<file path="config.mk">
export PLATFORM = sky130hd
export DESIGN_NAME = pulse_to_level_flat
export DESIGN_NICKNAME = d
export VERILOG_FILES = /design/src/rtl/pulse_to_level_if.sv /design/src/rtl/pulse_to_level.sv /design/src/flat_wrapper.sv
export SDC_FILE = /design/constraint.sdc
export NUM_CORES = 1
export LEC_CHECK = 0
export CORE_MARGIN = 2
export CORE_UTILIZATION = 25
export CTS_BUF_LIST = sky130_fd_sc_hd__clkbuf_4 sky130_fd_sc_hd__clkbuf_8
export DETAILED_ROUTE_END_ITERATION = 6
export MAX_ROUTING_LAYER = met4
export PLACE_DENSITY = 0.48
export SLEW_MARGIN = 5
export SYNTH_ARGS = -nofsm -noshare
export SYNTH_HDL_FRONTEND = slang
export SYNTH_SLANG_ARGS = --single-unit
</file>
<file path="constraint.sdc">
create_clock -name clk -period 2 [get_ports clk]
set_clock_uncertainty 0.1 [all_clocks]
set_input_delay 0.3 -clock clk [delete_from_list [all_inputs] [get_ports clk]]
set_output_delay 0.3 -clock clk [all_outputs]
set_load 0.01 [all_outputs]
</file>
<file path="src/rtl/pulse_to_level_if.sv">
// pulse_to_level_if
//   Bundles the pulse input, mode select and level/status outputs of
//   pulse_to_level.
//   master : pulse source / consumer side (drives pulseIn, mode)
//   slave  : pulse_to_level itself (drives levelOut, busy, dropped, state)
interface pulse_to_level_if;
  logic       pulseIn;
  logic       mode;
  logic       levelOut;
  logic       busy;
  logic       dropped;
  logic [1:0] state;

  modport master (
    output pulseIn,
    output mode,
    input  levelOut,
    input  busy,
    input  dropped,
    input  state
  );

  modport slave (
    input  pulseIn,
    input  mode,
    output levelOut,
    output busy,
    output dropped,
    output state
  );
endinterface

</file>
<file path="src/rtl/pulse_to_level.sv">
// pulse_to_level
//   Turns single-cycle pulses back into a held level. In STRETCH mode an
//   accepted pulse holds levelOut high for HOLD_CYCLES cycles; in TOGGLE mode
//   each accepted pulse flips levelOut. After an active period or a toggle a
//   GAP window rejects further pulses, and each rejection raises dropped for
//   one cycle.
// Ports
//   clk    : system clock, rising edge
//   reset  : asynchronous, active-high reset
//   io     : slave side of pulse_to_level_if
//            pulseIn (in), mode (in, 0=STRETCH 1=TOGGLE, captured in IDLE),
//            levelOut (out), busy (out), dropped (out), state[1:0] (out)
//
// state  | meaning
// IDLE   | waiting for a pulse; mode is captured here
// ACTIVE | STRETCH hold period running, cnt counts down to 0
// GAP    | rejection window, cnt counts down to 0
// 2'b11  | illegal, recovers to IDLE
module pulse_to_level #(
  parameter int HOLD_CYCLES = 8,
  parameter int GAP_CYCLES  = 2,
  parameter int CNT_W       = 8,
  parameter int RETRIGGER   = 1
) (
  input logic             clk,
  input logic             reset,
  pulse_to_level_if.slave io
);

  typedef enum logic [1:0] {
    IDLE   = 2'b00,
    ACTIVE = 2'b01,
    GAP    = 2'b10
  } state_t;

  // Reload values are the period minus one because the loading edge itself
  // is the first cycle of the period.
  localparam logic [CNT_W-1:0] HOLD_LD = CNT_W'(HOLD_CYCLES - 1);
  localparam logic [CNT_W-1:0] GAP_LD  = CNT_W'((GAP_CYCLES > 0) ? GAP_CYCLES - 1 : 0);
  localparam logic [CNT_W-1:0] CNT_ONE = CNT_W'(1);

  state_t           state_q, state_d;
  logic [CNT_W-1:0] cnt_q, cnt_d;
  logic             tog_q, tog_d;
  logic             mode_q;
  logic             drop_q, drop_d;

  always_ff @(posedge clk or posedge reset) begin
    if (reset) begin
      state_q <= IDLE;
      cnt_q   <= '0;
      tog_q   <= 1'b0;
      mode_q  <= 1'b0;
      drop_q  <= 1'b0;
    end else begin
      state_q <= state_d;
      cnt_q   <= cnt_d;
      tog_q   <= tog_d;
      drop_q  <= drop_d;
      // mode is only allowed to change the output behaviour between events
      if (state_q == IDLE) begin
        mode_q <= io.mode;
      end
    end
  end

  always_comb begin
    state_d = state_q;
    cnt_d   = cnt_q;
    tog_d   = tog_q;
    drop_d  = 1'b0;
    case (state_q)
      IDLE: begin
        if (io.pulseIn) begin
          if (!io.mode) begin
            state_d = ACTIVE;
            cnt_d   = HOLD_LD;
          end else begin
            tog_d = ~tog_q;
            if (GAP_CYCLES > 0) begin
              state_d = GAP;
              cnt_d   = GAP_LD;
            end
          end
        end
      end
      ACTIVE: begin
        // a retrigger takes priority over expiry, even on the cnt==0 cycle
        if (io.pulseIn && (RETRIGGER != 0)) begin
          cnt_d = HOLD_LD;
        end else begin
          drop_d = io.pulseIn;
          if (cnt_q == '0) begin
            if (GAP_CYCLES > 0) begin
              state_d = GAP;
              cnt_d   = GAP_LD;
            end else begin
              state_d = IDLE;
            end
          end else begin
            cnt_d = cnt_q - CNT_ONE;
          end
        end
      end
      GAP: begin
        drop_d = io.pulseIn;
        if (cnt_q == '0) begin
          state_d = IDLE;
        end else begin
          cnt_d = cnt_q - CNT_ONE;
        end
      end
      default: begin
        state_d = IDLE;
      end
    endcase
  end

  // Registered sources only: no combinational path from pulseIn or mode.
  assign io.levelOut = mode_q ? tog_q : (state_q == ACTIVE);
  assign io.busy     = (state_q != IDLE);
  assign io.dropped  = drop_q;
  assign io.state    = state_q;

endmodule

</file>
<file path="src/flat_wrapper.sv">
// flat-port wrapper written by rule: the top's interface ports become plain ports
module pulse_to_level_flat 
#(
  parameter int HOLD_CYCLES = 8,
  parameter int GAP_CYCLES  = 2,
  parameter int CNT_W       = 8,
  parameter int RETRIGGER   = 1
)
  (clk, reset, io_pulseIn, io_mode, io_levelOut, io_busy, io_dropped, io_state);
  pulse_to_level_if io_i ();
  input logic clk;
  input logic reset;
  input wire logic [$bits(io_i.pulseIn)-1:0] io_pulseIn;
  input wire logic [$bits(io_i.mode)-1:0] io_mode;
  output wire logic [$bits(io_i.levelOut)-1:0] io_levelOut;
  output wire logic [$bits(io_i.busy)-1:0] io_busy;
  output wire logic [$bits(io_i.dropped)-1:0] io_dropped;
  output wire logic [$bits(io_i.state)-1:0] io_state;
  assign io_i.pulseIn = io_pulseIn;
  assign io_i.mode = io_mode;
  assign io_levelOut = io_i.levelOut;
  assign io_busy = io_i.busy;
  assign io_dropped = io_i.dropped;
  assign io_state = io_i.state;
  pulse_to_level #(.HOLD_CYCLES(HOLD_CYCLES), .GAP_CYCLES(GAP_CYCLES), .CNT_W(CNT_W), .RETRIGGER(RETRIGGER)) u_core (.clk(clk), .reset(reset), .io(io_i));
endmodule
</file>
==> impl_results.md <==
* Area grow syn2layout at 50.4%
* Top Ports at 9
* Tmin final at 2.01 ns
* Synth area leaders: dfrtp_1, ha_1, mux2i_1
* Final setup violation count at 1
* TritonRoute pass-1 iters at 4
* Sink Count at 13
* Fin area at 1270 sq um
* Setup TNS at -0.00991 ns
* Critical Path RT at 2.09 ns
* Reg clk slew, reported paths at 0.09 ns
* Post-Synthesis Net Count at 99
* Total Nets Final at 135
* CP Launch Type: register
* Reg2reg setup slack at -0.01 ns
* Number of synthesized register bits at 13
* Number of port buffers at 8
* Distinct cells, synth at 31
* Remaining antenna violation count at 0
* Share of the synthesized area in the top cell type at 38.5%
* Row count at 21
* Total GRT Usage at 12.1%
* Die area at 3860 sq um
* Vias at 807
* Antenna cells at 0
* Pwr dens at 1600 nW/um^2
* DIE WIDTH at 62.1 microns
* Starting Density at 25.7%
* LEAKAGE at 0.000580 uW
* Final core occ at 38.7%
* Avg WL per Cell at 12.6 microns
* Largest net degree at the start of global routing at 14
* First-pass GRT wire length at 3.65 mm
* Post-synth top area cell: dfrtp_1
* Remaining DRCs at 0
* HPWL after DPL at 1.60 mm
* Initial antenna violation count at 0
* Share of cells above drive strength 1 at 41.6%
* CTS Buf Count at 3
* Yosys warns at 0
* Max-cap violations at 0
* Fin. Hold Viols at 0
* Slew Limit Fails at 0
* CTS tree: done
* Routed wire length on met3 at 60 microns
* Sequential area share after synthesis at 38.5%
* Core area at 3280 sq um
* Area after DPL at 1160 sq um
* Clk root buf: clkbuf_4
* Post-Route WL at 2.16 mm
* Period utilization at 100%
* H-tree Lvls at 1
* Vias in the first global route at 805
* Final WS setup at -0.00991 ns
* Failing checks: setup timing
* Met2 WL at 1.04 mm
* Fmax at 498 MHz
* Worst-Skew Late Latency at 0.28 ns
* WS Path Type: reg -> reg
* Vias per cell at 4.72
* Max Used Layer: met4
* Outcome: finished with violations
* GRT Residual Overflow at 0
* Synthesized area at 845 sq um
* Hold Crit Class: in -> async
* Crit-path max FO at 4
* Post-CTS Hold Fix Bufs at 0
* Maximum root-to-sink buffer count at 2
* Worst Tran Pin Value at 0.523 ns
* Unrepaired setup endpoints after global routing: true
* Worst EP arrival at 2.10 ns
* Post-synthesis average cell area at 9.38 sq um
* DRT iter0 DRCs at 49
* Die Span Y at 62.1 microns
* Final hold slack at 0.245 ns
* CP Capture Type: register
* IR drop worst, VDD at 0.540 mV
* GP Congestion at 0.923
* Slew Limit Headroom at 65.1%
* Routed length on met1 at 1.03 mm
* Synthesized instance count at 90
power breakdown:
part	switching, uW	internal [uW]	total [uW]	leakage [uW]
Sequential	65.1	369	434	0.000166
Clock	94.3	90.8	185	0.0000184
Combinational	707	711	1420	0.000396
worst max-delay path: stages (launching register included):
cell     delay [ns]
dfrtp_1        0.39
inv_2          0.08
ha_4           0.13
or4b_4         0.48
o31a_1         0.29
a211o_1        0.27
mux2i_1        0.19
final timing paths:
kind,endpoint,startpoint,cells past startpoint
max,u_core.io.state[1]$_DFFE_PP0P_,u_core.cnt_q[1]$_DFFE_PP0P_,6
min,u_core.cnt_q[7]$_DFFE_PP0P_,reset,2
max reg2reg,u_core.io.state[1]$_DFFE_PP0P_,u_core.cnt_q[1]$_DFFE_PP0P_,6
min reg2reg,u_core.tog_q$_DFFE_PP0P_,u_core.tog_q$_DFFE_PP0P_,1
max in group asynchronous,u_core.cnt_q[1]$_DFFE_PP0P_,reset,2
min in group clk,u_core.tog_q$_DFFE_PP0P_,u_core.tog_q$_DFFE_PP0P_,1
final cells by class:
type                    count  area (sq um)
inverters                  10          37.5
repair buffers             33           262
fillers                   336          2010
clock buffers               4          30.0
multi-input cells          65           558
flip-flops and latches     13           325
well taps                  46          57.6
placed cells by master (no fill, tap or decap), types with 2 or more instances in the layout:
cell type	netlist	final
a221oi_1	2	2
nor3_2	0	2
or3_1	4	4
nor2_1	6	4
a21oi_1	3	2
a22o_1	2	2
inv_1	10	8
clkbuf_4	0	4
a41oi_2	0	3
buf_4	0	25
inv_2	0	2
dfrtp_1	13	13
clkdlybuf4s50_1	0	6
a31oi_1	3	3
o21ai_0	6	4
nor4b_2	0	2
nor3_1	6	4
nor2b_1	3	3
nand3_1	2	2
mux2i_1	4	4
o21ai_2	0	2
mux2_2	2	2
ha_1	5	3
what timing repair did:
| action | 4_1_cts | 5_1_grt |
|---|---|---|
| gates cloned | 0 | 0 |
| gates resized for setup | 5 | 16 |
| setup endpoints to repair | 9 | 10 |
| pin swaps | 0 | 0 |
| buffers inserted | 0 | 2 |
state kept, by name (all words and copies together), names as in the netlist:
name and cells:
u_core.cnt_q 8, u_core.io.state 2, u_core.io.dropped 1, u_core.mode_q 1, u_core.tog_q 1
synthesized netlist by cell type:
master      n
a211o_1     1
a21oi_1     3
a221oi_1    2
a22o_1      2
a31o_2      1
a31oi_1     3
a41oi_1     3
and2_1      1
clkbuf_1    1
clkbuf_2    1
dfrtp_1    13
ha_1        5
inv_1      10
mux2_2      2
mux2i_1     4
nand2b_1    1
nand3_1     2
nor2_1      6
nor2b_1     3
nor3_1      6
nor4b_1     2
o211a_1     1
o21a_1      1
o21ai_0     6
o2bb2ai_1   1
o31a_1      1
or2_2       1
or2_4       1
or3_1       4
or4b_1      1
xnor2_1     1
per-layer routing:
metal	up-vias	GRT usage (%)
met5	-	-
met3	2	1.81
li1	405	-
met2	11	18.5
met1	389	16.0
met4	0	5.00
metrics by stage:
step	cells	setup WS, ns	power, uW
final	171	-0.00991	2040
after global placement	165	-0.0696	1720
after detailed placement	165	-0.0783	1710
after floorplan	90	-0.0233	1180
after CTS	169	-0.0361	1910
after global routing	171	-0.127	2220
cells by family (layout without fill, tap and decap cells):
group | Yosys count | count (layout) | share of synthesized area, %
AND/OR/NAND/NOR | 28 | 28 | 19.1
AO/OA/AOI/OAI | 25 | 25 | 21.0
flip-flops | 13 | 13 | 38.5
buffers and inverters | 12 | 47 | 5.48
multiplexers | 6 | 6 | 7.41
adder cells (fa/ha/maj) | 5 | 5 | 7.41
XOR/XNOR | 1 | 1 | 1.04
(Power assumes the default switching activity.)
